File: src/rtl/alu_op_sequencer.sv
// alu_op_sequencer
// Multi-cycle master-side controller for the 16-bit ALU. It accepts one
// instruction at a time, reads two operands from a small register file and
// presents them to the ALU on registered outputs. One cycle later it writes
// the ALU result back to the destination register and updates the sticky
// zero/negative flags.
//
// Ports:
//   clk, rst            clock (rising edge), asynchronous active-high reset
//   instr_*             instruction channel (valid/ready), opcode, dst,
//                       source registers A/B, carry-in
//   ld_en/ld_ready      direct register load request / acceptance
//   ld_addr, ld_data    load target register and value
//   alu_inA/inB/inC/opc registered ALU operands, carry-in and opcode
//   alu_outW/zer/neg    combinational ALU result and flags
//   done                one-cycle pulse after an instruction retires
//   flag_z, flag_n      flags of the last retired defined instruction
//   dbg_addr, dbg_data  combinational register file read port
//
// Handshake: a transfer happens on a rising edge where valid and ready are
// both high. instr_ready does not depend on instr_valid, and ld_ready does
// not depend on ld_en; a load has priority, so instr_ready is low whenever
// ld_en is high. Both readies are low in EXEC and while rst is high.
module alu_op_sequencer #(
  parameter int WIDTH = 16,
  parameter int REGS  = 4,
  parameter int AW    = 2
) (
  input  logic             clk,
  input  logic             rst,
  input  logic             instr_valid,
  output logic             instr_ready,
  input  logic [2:0]       instr_opc,
  input  logic [AW-1:0]    instr_dst,
  input  logic [AW-1:0]    instr_srcA,
  input  logic [AW-1:0]    instr_srcB,
  input  logic             instr_cin,
  input  logic             ld_en,
  output logic             ld_ready,
  input  logic [AW-1:0]    ld_addr,
  input  logic [WIDTH-1:0] ld_data,
  output logic [WIDTH-1:0] alu_inA,
  output logic [WIDTH-1:0] alu_inB,
  output logic             alu_inC,
  output logic [2:0]       alu_opc,
  input  logic [WIDTH-1:0] alu_outW,
  input  logic             alu_zer,
  input  logic             alu_neg,
  output logic             done,
  output logic             flag_z,
  output logic             flag_n,
  input  logic [AW-1:0]    dbg_addr,
  output logic [WIDTH-1:0] dbg_data
);

  localparam logic [2:0] OPC_UNDEF = 3'b111;

  typedef enum logic {IDLE, EXEC} state_t;

  state_t           state;
  state_t           state_nx;
  logic [AW-1:0]    dst_q;
  logic [WIDTH-1:0] regs [REGS];
  logic             accept;
  logic             load;
  logic             retire;
  logic             write_back;

  // State register.
  always_ff @(posedge clk or posedge rst) begin
    if (rst) begin
      state <= IDLE;
    end else begin
      state <= state_nx;
    end
  end

  // Next state, handshake outputs and per-cycle strobes.
  always_comb begin
    state_nx    = state;
    instr_ready = 1'b0;
    ld_ready    = 1'b0;
    accept      = 1'b0;
    load        = 1'b0;
    retire      = 1'b0;
    case (state)
      IDLE: begin
        // rst gating keeps the readies low during reset, not only after it.
        ld_ready    = !rst;
        instr_ready = !rst && !ld_en;
        load        = ld_en;
        accept      = instr_valid && !ld_en;
        if (accept) begin
          state_nx = EXEC;
        end
      end
      EXEC: begin
        retire   = 1'b1;
        state_nx = IDLE;
      end
      default: state_nx = IDLE;
    endcase
  end

  // The opcode register still holds the EXEC instruction, so it decides
  // whether the result is architecturally visible.
  assign write_back = retire && (alu_opc != OPC_UNDEF);

  // Operand/opcode capture at accept; values hold until the next accept.
  always_ff @(posedge clk or posedge rst) begin
    if (rst) begin
      alu_inA <= '0;
      alu_inB <= '0;
      alu_inC <= 1'b0;
      alu_opc <= '0;
      dst_q   <= '0;
    end else if (accept) begin
      alu_inA <= regs[instr_srcA];
      alu_inB <= regs[instr_srcB];
      alu_inC <= instr_cin;
      alu_opc <= instr_opc;
      dst_q   <= instr_dst;
    end
  end

  // Register file. Loads only happen in IDLE and write-back only in EXEC,
  // so the two write sources never collide.
  always_ff @(posedge clk or posedge rst) begin
    if (rst) begin
      for (int i = 0; i < REGS; i++) begin
        regs[i] <= '0;
      end
    end else if (load) begin
      regs[ld_addr] <= ld_data;
    end else if (write_back) begin
      regs[dst_q] <= alu_outW;
    end
  end

  // Retire pulse and sticky flags.
  always_ff @(posedge clk or posedge rst) begin
    if (rst) begin
      done   <= 1'b0;
      flag_z <= 1'b0;
      flag_n <= 1'b0;
    end else begin
      done <= retire;
      if (write_back) begin
        flag_z <= alu_zer;
        flag_n <= alu_neg;
      end
    end
  end

  assign dbg_data = regs[dbg_addr];

endmodule

File: config.mk
export PLATFORM = sky130hd
export DESIGN_NAME = alu_op_sequencer
export DESIGN_NICKNAME = d
export VERILOG_FILES = /design/src/rtl/alu_op_sequencer.sv
export SDC_FILE = /design/constraint.sdc
export NUM_CORES = 1
export LEC_CHECK = 0
export BUFFER_PORTS_ARGS = -buffer_cell sky130_fd_sc_hd__buf_2
export CAP_MARGIN = 30
export CORE_UTILIZATION = 28
export DETAILED_ROUTE_END_ITERATION = 10
export SYNTH_ARGS = -nofsm -noshare
export SYNTH_HDL_FRONTEND = slang
export SYNTH_SLANG_ARGS = --single-unit
File: constraint.sdc
create_clock -name clk -period 9.1 [get_ports clk]
set_clock_uncertainty 0.15 [all_clocks]
set_input_delay 2.73 -clock clk [delete_from_list [all_inputs] [get_ports clk]]
set_output_delay 2.73 -clock clk [all_outputs]
set_load 0.005 [all_outputs]
==> results.sh, run 1 <==
export IMPL_finalSetupTns_ns=0
export IMPL_p_leak_nw=2.72
export IMPL_met1_usage_pct=22.5
export IMPL_overflow=0
export IMPL_synth_seq_cells=106
export IMPL_drive_gt1_share_pct=48.7
export IMPL_die_area_um2=21000
export IMPL_path_clk_slew_ns=0.07
export IMPL_preCtsSetupSlack_ns=2.14
export IMPL_antenna_found_initial=0
export IMPL_yosysTopAreaCellShare_pct=46.4
export IMPL_post_cts_buffers=0
export IMPL_drtAntennaViolNets=0
export IMPL_core_area_um2=19700
export IMPL_grt_max_degree=65
export IMPL_met3_usage_pct=3.81
export IMPL_n_fill_cell=1911
export IMPL_clock_latency_ns=0.35
export IMPL_synth_commonest_cells="106 x dfrtp_1, 64 x a22oi_1, 64 x o2bb2ai_1"
export IMPL_synth_cell_types=28
export IMPL_clock_sinks=106
export IMPL_drc=0
export IMPL_syn_avg_cell_area_um2=14.9
export IMPL_cts_tree="done"
export IMPL_start_kind="input pin"
export IMPL_synth_area_leader_cell="dfrtp_1"
export IMPL_place_congestion=0.728
export IMPL_timing_rr_start="state"
export IMPL_area_growth_pct=18.2
export IMPL_grt_busiest_layer="met2"
export IMPL_end_kind="output port"
export IMPL_hp_class="reg2reg"
export IMPL_grt_usage_pct=17.1
export IMPL_ir_drop_mv=0.0996
export IMPL_die_height_um=145
export IMPL_die_x_um=145
export IMPL_ios=109
export IMPL_ys_seq_area_share_pct=46.4
export IMPL_hold_viol_final=0
export IMPL_post_drt_wl_per_cell_um=23.6
export IMPL_setup_ws_ns=2.17
export IMPL_drv_slew=0
export IMPL_start_util_pct=29.0
export IMPL_yosysWarnings=0
export IMPL_max_slew_margin_pct=28.3
export IMPL_max_cap_violations=0
export IMPL_syn_area_um2=5720
export IMPL_synthCells=383
export IMPL_status="completed"
export IMPL_io_buffers=108
export IMPL_synth_flop_cell="dfrtp_1"
export IMPL_cts_max_level=3
export IMPL_async_flop_share_pct=100
export IMPL_min_period_over_period_pct=76.2
export IMPL_grt_pass1_wl_mm=27.4
export IMPL_cts_inserted_buffers=9
export IMPL_min_path_cells=1
export IMPL_drt_iter0_drc=360
export IMPL_vias=4261
export IMPL_antenna_cells=0
export IMPL_r2r_cells=4
export IMPL_powerDensity_nw_per_um2=261
export IMPL_first_global_vias=4454
export IMPL_cp_max_fo=16
export IMPL_synth_edff_count=0
export IMPL_firstDrtPassIters=5
export IMPL_reg2reg_slack_ns=6.49
export IMPL_crit_type="in2out"
export IMPL_clock_path_buffers=2
export IMPL_fmax_mhz=144
export IMPL_wirelength_mm=17.5
export IMPL_crit_start="dbg_addr[0]"
export IMPL_setup_viol=0
export IMPL_synth_fp_nets=435
export IMPL_cts_hold_buf=0
export IMPL_yosys_top_cells_area="dfrtp_1 46%, mux4_2 19%, o2bb2ai_1 9.8%"
export IMPL_met2_usage_pct=28.0
export IMPL_post_cts_resize_count=0
export IMPL_r2r_end="regs[3]"
export IMPL_yosys_cell_count_top_type="dfrtp_1"
export IMPL_root_buffer="clkbuf_16"
export IMPL_crit_arrival_ns=4.05
export IMPL_worst_pin_slew_ns=1.07
export IMPL_dp_final_hpwl_mm=11.4
export IMPL_required_ns=6.22
export IMPL_fp_row_count=51
export IMPL_hold_path_endpoint="alu_inC"
export IMPL_hp_start="alu_inC"
export IMPL_period_minus_slack_ns=6.93
export IMPL_final_nets=525
export IMPL_rsz0062_at_grt="no"
export IMPL_viasPerCell=5.73
-- per-stage QoR --
step                hold slack (ns)  instance area [um2]  util [%]  total power, mW  std cells
floorplan                     0.224                 5720         -             1.15        383
global placement              0.334                 6400      32.4             1.35        722
detailed placement            0.338                 6430      32.6             1.38        724
CTS                           0.356                 6710      34.1             1.78        740
global route                  0.379                 6760      34.3             1.87        743
finish                        0.352                 6760      34.3             1.77        743
-- report_power, final --
part           internal, mW  total [mW]  switching, mW
clock network         0.215       0.392          0.178
logic                 0.350       0.570          0.220
registers             0.651       0.803          0.152
-- kinds of logic (layout without fill, tap and decap cells) --
group           Yosys count  after routing  synth area share, %
buf+inv                  38            133                 4.16
mux                      88             88                 26.8
simple gates             18             18                 3.28
compound gates          133            133                 19.4
flops                   106            106                 46.4
-- state kept, by name, indices dropped and copies added (netlist names) --
name,count
done,1
alu_inB,16
alu_inC,1
flag_n,1
alu_opc,3
regs,64
alu_inA,16
state,1
flag_z,1
dst_q,2
-- worst max-delay path by stage --
stage                        end  slack, ns  cells past startpoint
finish              dbg_data[10]       2.17                      3
global route        dbg_data[10]       2.08                      3
CTS                 dbg_data[10]       2.14                      3
global placement    dbg_data[11]       2.16                      3
floorplan           dbg_data[10]       2.43                      3
detailed placement  dbg_data[10]       2.14                      3
-- final cells by class --
| type | instances | area, um2 | share of cell area (%) |
|---|---|---|---|
| clock buffers | 12 | 236 | 3.50 |
| repair buffers | 116 | 643 | 9.51 |
| well taps | 265 | 332 | 4.90 |
| clock inverters | 4 | 51.3 | 0.758 |
| multi-input cells | 239 | 2840 | 42.0 |
| flip-flops and latches | 106 | 2650 | 39.2 |
| inverters | 1 | 6.26 | 0.0925 |
-- critical path, stage by stage --
cell    delay, ns
buf_2        0.55
mux4_2       0.61
buf_2        0.15
-- layer usage --
layer	part of all wire, %	up-vias
met5	0	-
met4	1.7	0
met3	7.1	31
met2	49	219
met1	42	2235
li1	-	1776
-- cell usage in the layout, fill, tap and decap left out, types with 4 or more instances in the layout --
cell | synthesis | routed
o2bb2ai_1 | 64 | 64
mux2_2 | 40 | 40
a22oi_1 | 64 | 64
nor3b_4 | 4 | 4
clkbuf_16 | 0 | 9
mux4_2 | 48 | 48
o21ai_4 | 4 | 5
buf_8 | 0 | 4
buf_2 | 11 | 108
dfrtp_1 | 106 | 106
(Power assumes the default switching activity.)
==> run 2: changes to the inputs <==
--- a/config.mk
+++ b/config.mk
@@ -5,6 +5,7 @@
 export SDC_FILE = /design/constraint.sdc
 export NUM_CORES = 1
 export LEC_CHECK = 0
+export ABC_AREA = 1
 export BUFFER_PORTS_ARGS = -buffer_cell sky130_fd_sc_hd__buf_2
 export CAP_MARGIN = 30
 export CORE_UTILIZATION = 28
==> constraint.sdc (replaced) <==
create_clock -name clk -period 6.1 [get_ports clk]
set_clock_uncertainty 0.15 [all_clocks]
set_input_delay 1.83 -clock clk [delete_from_list [all_inputs] [get_ports clk]]
set_output_delay 1.83 -clock clk [all_outputs]
set_load 0.005 [all_outputs]
==> run 2 against run 1 <==
Flip-flop and latch count did not move. Core utilization fell by 1.8 points. Synthesized cell count rose to 2.6 times the previous value. Critical endpoint is now dbg_data[6]. Clock power rose by 43%. Power rose by 19%. Largest power group unchanged. Register-to-register slack got worse by 3.1 ns. Sequential power rose by 20%. First-iteration DRC count rose by 130%.
==> results.sh, run 2 <==
export IMPL_antenna_found_initial=7
export IMPL_async_flop_share_pct=100
export IMPL_min_path_cells=2
export IMPL_wirelength_mm=21.6
export IMPL_finalPower_mw=2.10
export IMPL_synth_top_family_by_area="simple AND/OR/NAND/NOR gates"
export IMPL_die_height_um=157
export IMPL_yosys_top_cells_area="dfrtp_1 40%, nand2_1 24%, nand3_1 15%"
export IMPL_timing_rr_start="state"
export IMPL_place_congestion=0.864
export IMPL_setup_viol=0
export IMPL_yosys_cell_count_top_type="nand2_1"
export IMPL_ys_seq_area_share_pct=39.6
export IMPL_path_clk_slew_ns=0.07
export IMPL_cp_max_fo=31
export IMPL_max_cap_violations=0
export IMPL_period_minus_slack_ns=5.49
export IMPL_synth_fp_nets=1052
export IMPL_overflow=0
export IMPL_crit_type="in2out"
export IMPL_yosysWarnings=0
export IMPL_reg_top3="regs: 64 flops, alu_inA: 16 flops, alu_inB: 16 flops"
export IMPL_cts_inserted_buffers=9
export IMPL_postLayoutCoreUtil_pct=32.5
export IMPL_path_buf_inv=4
export IMPL_clock_sinks=106
export IMPL_hp_start="alu_inA[6]"
export IMPL_clock_path_buffers=2
export IMPL_critPathTopFamily="buffers and inverters"
export IMPL_root_buffer="clkbuf_16"
export IMPL_syn_area_um2=6690
export IMPL_worst_pin_slew_ns=1.00
export IMPL_post_drt_wl_per_cell_um=15.7
export IMPL_crit_arrival_ns=3.51
export IMPL_syn_avg_cell_area_um2=6.69
export IMPL_fp_row_count=56
export IMPL_layout_commonest_cell="nand2_1"
export IMPL_final_cell_mix="429 x nand2_1, 195 x nand3_1, 108 x buf_2"
export IMPL_min_period_over_period_pct=89.9
export IMPL_final_cell_area_um2=7640
export IMPL_post_cts_buffers=0
export IMPL_finalSetupTns_ns=0
export IMPL_hp_class="reg2reg"
export IMPL_drc=0
export IMPL_rsz0062_at_grt="no"
export IMPL_ir_drop_mv=0.141
export IMPL_powerDensity_nw_per_um2=274
export IMPL_synth_compound_area_share_pct=12.1
export IMPL_hold_path_endpoint="alu_inA[6]"
export IMPL_muxShareOfSynthArea_pct=0
export IMPL_area_growth_pct=14.2
export IMPL_hold_viol_final=0
export IMPL_post_cts_resize_count=0
export IMPL_first_global_vias=6060
export IMPL_synth_commonest_cells="429 x nand2_1, 195 x nand3_1, 106 x dfrtp_1"
export IMPL_drt_iter0_drc=839
export IMPL_synth_edff_count=0
export IMPL_cts_hold_buf=0
export IMPL_io_buffers=108
export IMPL_preCtsSetupSlack_ns=0.638
export IMPL_critPathMaxStageDelay_ns=0.65
export IMPL_synth_cell_types=21
export IMPL_end_kind="output port"
export IMPL_drtAntennaViolNets=0
export IMPL_required_ns=4.12
export IMPL_firstDrtPassIters=5
export IMPL_viasPerCell=4.96
export IMPL_drv_slew=0
export IMPL_cts_max_level=3
export IMPL_die_area_um2=24500
export IMPL_ios=109
export IMPL_n_fill_cell=2584
export IMPL_synth_simple_area_share_pct=40.5
export IMPL_core_area_um2=23500
export IMPL_final_nets=1104
export IMPL_synthCells=1000
export IMPL_synth_area_leader_cell="dfrtp_1"
export IMPL_clock_latency_ns=0.35
export IMPL_synthAdderAreaFrac_pct=0
export IMPL_synth_flop_cell="dfrtp_1"
export IMPL_grt_max_degree=70
export IMPL_top_register="regs"
export IMPL_p_leak_nw=4.16
export IMPL_start_kind="input pin"
export IMPL_grt_pass1_wl_mm=34.6
export IMPL_setup_ws_ns=0.614
export IMPL_vias=6835
export IMPL_placed_cell_area_um2=7350
export IMPL_largest_reg_flops=64
export IMPL_dp_final_hpwl_mm=15.9
export IMPL_r2r_cells=7
export IMPL_start_util_pct=28.5
export IMPL_max_slew_margin_pct=33.3
export IMPL_grt_usage_pct=18.1
export IMPL_status="completed"
export IMPL_reg2reg_slack_ns=3.41
export IMPL_synth_seq_cells=106
export IMPL_drive_gt1_share_pct=14.4
export IMPL_r2r_end="regs[44]"
export IMPL_cts_tree="done"
export IMPL_fmax_mhz=182
export IMPL_synth_xor_area_share_pct=0
export IMPL_yosysTopAreaCellShare_pct=39.6
export IMPL_crit_chain="buf_2 > inv_1 > buf_4 > o21ai_0 > a21oi_1 > a21oi_1 > buf_2"
export IMPL_slowest_stage="inv_1"
export IMPL_die_x_um=157
## run 2: how the worst max path moves through the flow
stage	to	cells after the start	from
4_1_cts	dbg_data[6]	7	dbg_addr[0]
2_1_floorplan	alu_inA[0]	1	rst
3_3_place_gp	dbg_data[6]	7	dbg_addr[0]
3_5_place_dp	dbg_data[6]	7	dbg_addr[0]
5_1_grt	dbg_data[2]	7	dbg_addr[0]
6_report	dbg_data[6]	7	dbg_addr[0]
## run 2: area by class of cell
class                   instances  area (um2)  share of cell area (%)
diodes                          3        7.51                  0.0983
clock buffers                  13         260                    3.41
clock inverters                 3        23.8                   0.311
inverters                      46         175                    2.29
multi-input cells             774        3530                    46.2
flip-flops and latches        106        2650                    34.7
well taps                     319         399                    5.23
repair buffers                115         593                    7.76
## run 2: tightest hold or removal path: stages, from the launching register on
cell,delay (ns)
dfrtp_1,0.34
nand2_1,0.05
nand2_1,0.05
## run 2: metal layers
metal,global-route usage [%],wire [um],up-vias
met5,0,38,-
met4,4.44,297,8
met3,6.06,2020,30
met2,23.8,8310,260
met1,27.6,10900,3116
li1,-,-,3421
## run 2: logic make-up (layout without fill, tap and decap cells)
| logic type | count (synthesis) | after routing |
|---|---|---|
| DFF | 106 | 106 |
| buffers and inverters | 120 | 177 |
| and+or+nand+nor | 644 | 644 |
| other | 0 | 3 |
| AOI/OAI and AO/OA | 130 | 130 |
## run 2: power breakdown
group | internal, mW | switching [mW]
sequential | 0.835 | 0.128
clock | 0.301 | 0.261
combinational | 0.200 | 0.371
## run 2: per-stage QoR
step	std cells	hold WS [ns]
floorplan	1000	0.299
global placement	1360	0.307
detailed placement	1360	0.309
CTS	1376	0.327
global route	1377	0.343
finish	1379	0.321
